## src/rtl/layer_sequencer.sv

```systemverilog
// layer_sequencer: time-multiplexes one single-neuron MAC across the M output
// neurons of a fully connected layer, writes each 8-bit result to the output
// buffer and keeps a running argmax (lowest index wins ties).
module layer_sequencer #(
  parameter int unsigned M       = 10,
  parameter int unsigned IW      = $clog2(M),
  parameter int unsigned TIMEOUT = 64
) (
  input  logic          clk,
  input  logic          rst,
  input  logic          layer_start,
  output logic          busy,
  output logic          layer_done,
  output logic          err,
  output logic          w_rd_en,
  output logic [IW-1:0] w_addr,
  output logic          nrn_start,
  output logic          nrn_shift_en,
  input  logic          nrn_ready,
  input  logic [7:0]    nrn_out,
  output logic          o_wr_en,
  output logic [IW-1:0] o_addr,
  output logic [7:0]    o_data,
  output logic [IW-1:0] max_idx,
  output logic [7:0]    max_val
);

  localparam int unsigned CW       = $clog2(TIMEOUT + 1);
  localparam int unsigned DW       = 8;
  localparam logic [IW-1:0] LAST   = IW'(M - 1);
  localparam logic [CW-1:0] CNT_TO = CW'(TIMEOUT - 1);

  typedef enum logic [2:0] {
    S_IDLE,
    S_FETCH,
    S_WAITW,
    S_START,
    S_RUN,
    S_STORE,
    S_DONE
  } state_t;

  state_t state, state_n;

  // datapath registers and their next values
  logic [IW-1:0] idx, idx_n;
  logic [CW-1:0] cnt, cnt_n;
  logic [DW-1:0] cap, cap_n;
  logic [IW-1:0] run_idx, run_idx_n;
  logic [DW-1:0] run_val, run_val_n;
  logic [IW-1:0] max_idx_n;
  logic [DW-1:0] max_val_n;
  logic          err_n;
  logic          upd;

  // registered strobes, computed from the state being entered
  logic busy_n, done_n, rd_n, start_n, wr_n;

  // state register
  always_ff @(posedge clk or negedge rst) begin
    if (!rst) begin
      state <= S_IDLE;
    end else begin
      state <= state_n;
    end
  end

  // next-state, datapath updates and strobe decode
  always_comb begin
    state_n   = state;
    idx_n     = idx;
    cnt_n     = cnt;
    cap_n     = cap;
    run_idx_n = run_idx;
    run_val_n = run_val;
    max_idx_n = max_idx;
    max_val_n = max_val;
    err_n     = err;
    upd       = 1'b0;

    unique case (state)
      S_IDLE: begin
        if (layer_start) begin
          state_n   = S_FETCH;
          idx_n     = '0;
          err_n     = 1'b0;
          run_idx_n = '0;
          run_val_n = '0;
        end
      end
      S_FETCH: begin
        state_n = S_WAITW;
      end
      S_WAITW: begin
        state_n = S_START;
      end
      S_START: begin
        cnt_n   = '0;
        state_n = S_RUN;
      end
      S_RUN: begin
        cnt_n = cnt + CW'(1);
        // ready may still be high from the previous neuron on the first RUN cycle
        if ((cnt != '0) && nrn_ready) begin
          cap_n   = nrn_out;
          state_n = S_STORE;
        end else if (cnt == CNT_TO) begin
          err_n   = 1'b1;
          state_n = S_DONE;
        end
      end
      S_STORE: begin
        upd = (idx == '0) || (cap > run_val);
        if (upd) begin
          run_idx_n = idx;
          run_val_n = cap;
        end
        if (idx == LAST) begin
          max_idx_n = upd ? idx : run_idx;
          max_val_n = upd ? cap : run_val;
          state_n   = S_DONE;
        end else begin
          idx_n   = idx + IW'(1);
          state_n = S_FETCH;
        end
      end
      S_DONE: begin
        state_n = S_IDLE;
      end
      default: begin
        state_n = S_IDLE;
      end
    endcase

    busy_n  = (state_n != S_IDLE);
    done_n  = (state_n == S_DONE);
    rd_n    = (state_n == S_FETCH);
    start_n = (state_n == S_START);
    wr_n    = (state_n == S_STORE);
  end

  // datapath and output registers
  always_ff @(posedge clk or negedge rst) begin
    if (!rst) begin
      idx          <= '0;
      cnt          <= '0;
      cap          <= '0;
      run_idx      <= '0;
      run_val      <= '0;
      max_idx      <= '0;
      max_val      <= '0;
      err          <= 1'b0;
      busy         <= 1'b0;
      layer_done   <= 1'b0;
      w_rd_en      <= 1'b0;
      nrn_start    <= 1'b0;
      nrn_shift_en <= 1'b0;
      o_wr_en      <= 1'b0;
    end else begin
      idx          <= idx_n;
      cnt          <= cnt_n;
      cap          <= cap_n;
      run_idx      <= run_idx_n;
      run_val      <= run_val_n;
      max_idx      <= max_idx_n;
      max_val      <= max_val_n;
      err          <= err_n;
      busy         <= busy_n;
      layer_done   <= done_n;
      w_rd_en      <= rd_n;
      nrn_start    <= start_n;
      nrn_shift_en <= start_n;
      o_wr_en      <= wr_n;
    end
  end

  // both memories are addressed by the current neuron index
  assign w_addr = idx;
  assign o_addr = idx;
  assign o_data = cap;

  // memory strobes and neuron start never overlap
  a_strobes_onehot: assert property (@(posedge clk) disable iff (!rst)
    $onehot0({o_wr_en, w_rd_en, nrn_start}));

  // the index never runs past the last neuron
  a_idx_in_range: assert property (@(posedge clk) disable iff (!rst)
    (state == S_FETCH) |-> (idx <= LAST));

endmodule

```

## config.mk

```make
export PLATFORM = sky130hd
export DESIGN_NAME = layer_sequencer
export DESIGN_NICKNAME = d
export VERILOG_FILES = /design/src/rtl/layer_sequencer.sv
export SDC_FILE = /design/constraint.sdc
export NUM_CORES = 1
export LEC_CHECK = 0
export BUFFER_PORTS_ARGS = -buffer_cell sky130_fd_sc_hd__buf_2
export CAP_MARGIN = 20
export CORE_UTILIZATION = 50
export DETAILED_ROUTE_END_ITERATION = 10
export HOLD_SLACK_MARGIN = 0.1
export PLACE_DENSITY = 0.75
export SYNTH_ARGS = -nofsm -noshare
export SYNTH_HDL_FRONTEND = slang
export SYNTH_SLANG_ARGS = --single-unit
```

## constraint.sdc

```tcl
create_clock -name clk -period 2.3 [get_ports clk]
set_input_delay 0.46 -clock clk [delete_from_list [all_inputs] [get_ports clk]]
set_output_delay 0.46 -clock clk [all_outputs]
set_load 0.02 [all_outputs]
```

==> flow_summary.ini <==
[floorplanning]
start_util = 0.520
die_w_um = 77.7
ios = 47
num_rows = 27
core_um2 = 5510
die_area_um2 = 6030
die-height_um = 77.7

[cts]
cts_sinks = 52
clk_latency_ns = 0.30
cts_hold_buf = 0
cts_tree = done
cts_made_buffers = 5
clkTransAtPathRegs_ns = 0.09
cts_buffer_depth = 2
ctsHtreeMaxLevel = 2
root_buffer = clkbuf_8

[routing]
viasPerCell = 5.79
ant_nets = 0
wl_per_cell_um = 16.0
wirelength_um = 6710
first_pass_iters = 4
vias = 2432
drc = 0
initialDrtViolationCount = 130

[synthesis]
synth_cell_types = 46
avgSynthCellArea_um2 = 9.70
synth-edff-count = 0
synth-seq-cells = 52
yosysWarnings = 0
netlist_area_um2 = 2860
synth_nets = 320
synth_mux_area_frac = 0.0476
ys.flop_type = dfrtp_1
synth_top_area_share = 0.455
synth_compound_area_frac = 0.158
synth-async-reset-ratio = 1.00
seq_area_frac_synth = 0.455
yosysTopAreaCell = dfrtp_1
syn-instance-count = 295
synth_top_family_by_area = simple AND/OR/NAND/NOR gates
synthSimpleGateAreaFrac = 0.207
synth_xor_area_frac = 0.0153
synthAdderAreaFrac = 0.0568
netlist_top_cells_area = dfrtp_1, ha_1, a221o_1, nand2_1, mux2_4

[cells_and_area]
ff_latch_area_um2 = 1300
nets = 372
final_util = 0.611
stdcell_area_um2 = 3360
syn_to_final_growth_pct = 17.4
fill_cells = 489
layout.cells.non_filler = 420
multi_input_area_um2 = 1420
drive_above_1_share = 0.261
num_antenna_cells = 0

[worst_setup_path]
crit_path_max_incr_delay_ns = 0.40
start_kind = register
arrival_ns = 2.35
cp_cell_sequence = inv_1 > ha_1 > nand4_1 > buf_4 > a211oi_4 > buf_4 > nor3_1 > a311o_1
crit_top_cell = buf_4
crit_path_top_delay_cell = dfrtp_1
crit_fanout = 12
crit_path_end_kind = register
cp_data_required_time_ns = 2.48
worstSetupPathType = register to register

[placement]
placed_cells = 411
port_buffers = 46
place_area_um2 = 3230
place_hpwl_um = 4620
gp_congestion = 0.815
preCtsSetupSlack_ns = 0.0686

[timing]
fin_crit_ns = 2.16
max_slew_margin = 0.636
finalCritPeriodShare = 0.940
whs_ns = 0.125
tightest_slew_ns = 0.546
drv_slew = 0
final_hold_viol_count = 0
fmax_mhz = 463
clock-skew-final_ns = 0.00667
setup_tns_ns = 0
setup_ws_ns = 0.139
setup_viol = 0
rsz0062_at_grt = no

[flow_run]
cap_violations = 0

[power]
leakagePower_nw = 1.60
powerDensity_nw_per_um2 = 1310
post-layout-total-power_mw = 4.39
vdd_ir_drop_max_mv = 0.866

[grt]
overflow = 0
grt_pass1_wl_um = 11400
grt_usage = 0.238
antenna_found_initial = 0
grt_pass1_vias = 2380
grt_max_degree = 53

[run_status]
run_status = finished, final reports clean

[min_path]
hold_path.class = input pin to async pin
-- cell families after synthesis --
| family | after synthesis |
|---|---|
| and+or+nand+nor | 119 |
| AOI/OAI and AO/OA | 59 |
| DFF | 52 |
| buffers and inverters | 37 |
| adders and majority gates | 13 |
| muxes | 10 |
| xor gates and xnor gates | 5 |
-- layout by cell type, fill, tap and decap left out, types with 6 or more instances in the layout --
| cell type | synthesis | final |
|---|---|---|
| a21oi_1 | 12 | 12 |
| nor2_1 | 24 | 22 |
| a31oi_1 | 6 | 6 |
| nand4_1 | 9 | 9 |
| inv_1 | 13 | 13 |
| nor3_1 | 19 | 19 |
| dfrtp_1 | 52 | 52 |
| a221o_1 | 13 | 13 |
| o21ai_1 | 8 | 7 |
| clkbuf_8 | 0 | 6 |
| nand2_1 | 30 | 30 |
| ha_1 | 13 | 13 |
| mux2_4 | 7 | 7 |
| buf_4 | 5 | 21 |
| buf_2 | 4 | 46 |
| nand3_1 | 14 | 14 |
-- state kept, by name, indices dropped and copies added, names as in the netlist --
signal	flops
run_val	8
run_idx	4
o_wr_en	1
max_val	8
err	1
o_addr	4
busy	1
max_idx	4
state	3
o_data	8
w_rd_en	1
cnt	7
nrn_shift_en	1
layer_done	1
-- critical path, delay by kind of cell (launching register included) --
kind,cells,cell delay (ns)
compound gates,2,0.66
fa+ha+maj,1,0.32
buf+inv,3,0.50
flops,1,0.40
simple gates,2,0.17
-- report_power, final --
part | total [mW] | internal [mW] | switching, mW
clock | 0.537 | 0.246 | 0.290
combinational | 2.45 | 0.973 | 1.47
sequential | 1.40 | 1.14 | 0.261
-- routing by layer --
metal  routed length (um)  global-route usage
met1                 3160               0.317
met2                 3250               0.391
met3                  265              0.0471
met4                   28              0.0679
met5                    0                   0
-- final timing paths --
kind / cells past startpoint / startpoint / to / slack [ns]
setup reg to reg: 8 / run_val[7]$_DFFE_PN0P_ / max_val[1]$_DFFE_PN0P_ / 0.14
setup / recovery: 8 / run_val[7]$_DFFE_PN0P_ / max_val[1]$_DFFE_PN0P_ / 0.14
max in group asynchronous: 2 / rst / layer_done$_DFF_PN0_ / 1.91
min in group clk: 2 / nrn_out[0] / o_data[0]$_DFFE_PN0P_ / 0.38
hold reg to reg: 2 / max_idx[2]$_DFFE_PN0P_ / max_idx[2]$_DFFE_PN0P_ / 0.49
hold / removal: 2 / rst / o_data[5]$_DFFE_PN0P_ / 0.12
-- synth_stat cells (2+ instances only) --
master	count
clkbuf_1	11
xnor2_1	2
buf_4	5
nor2_1	24
and4_1	2
nand3b_1	2
o211ai_1	4
nor3_1	19
nand2_1	30
xor2_1	3
buf_2	4
mux2i_1	2
a311o_1	3
dfrtp_1	52
inv_1	13
or2_1	3
nor2b_1	3
a21oi_1	12
o31ai_2	2
mux2_4	7
ha_1	13
a221o_1	13
nand4_1	9
o31ai_1	4
buf_1	2
and2_1	4
a31oi_1	6
or4_1	3
nand3_1	14
o21ai_1	8
-- cell type report --
cell class | count | share of cell area
Timing Repair Buffer | 68 | 0.121
Sequential cell | 52 | 0.387
Inverter | 14 | 0.0156
Tap cell | 72 | 0.0268
Clock buffer | 8 | 0.0268
Multi-Input combinational cell | 206 | 0.422
-- timing repair --
| item | in CTS | in global routing |
|---|---|---|
| setup buffers | 0 | 1 |
| gates resized for setup | 0 | 7 |
| endpoints found under the setup margin | 0 | 24 |
(Power assumes the default switching activity.)
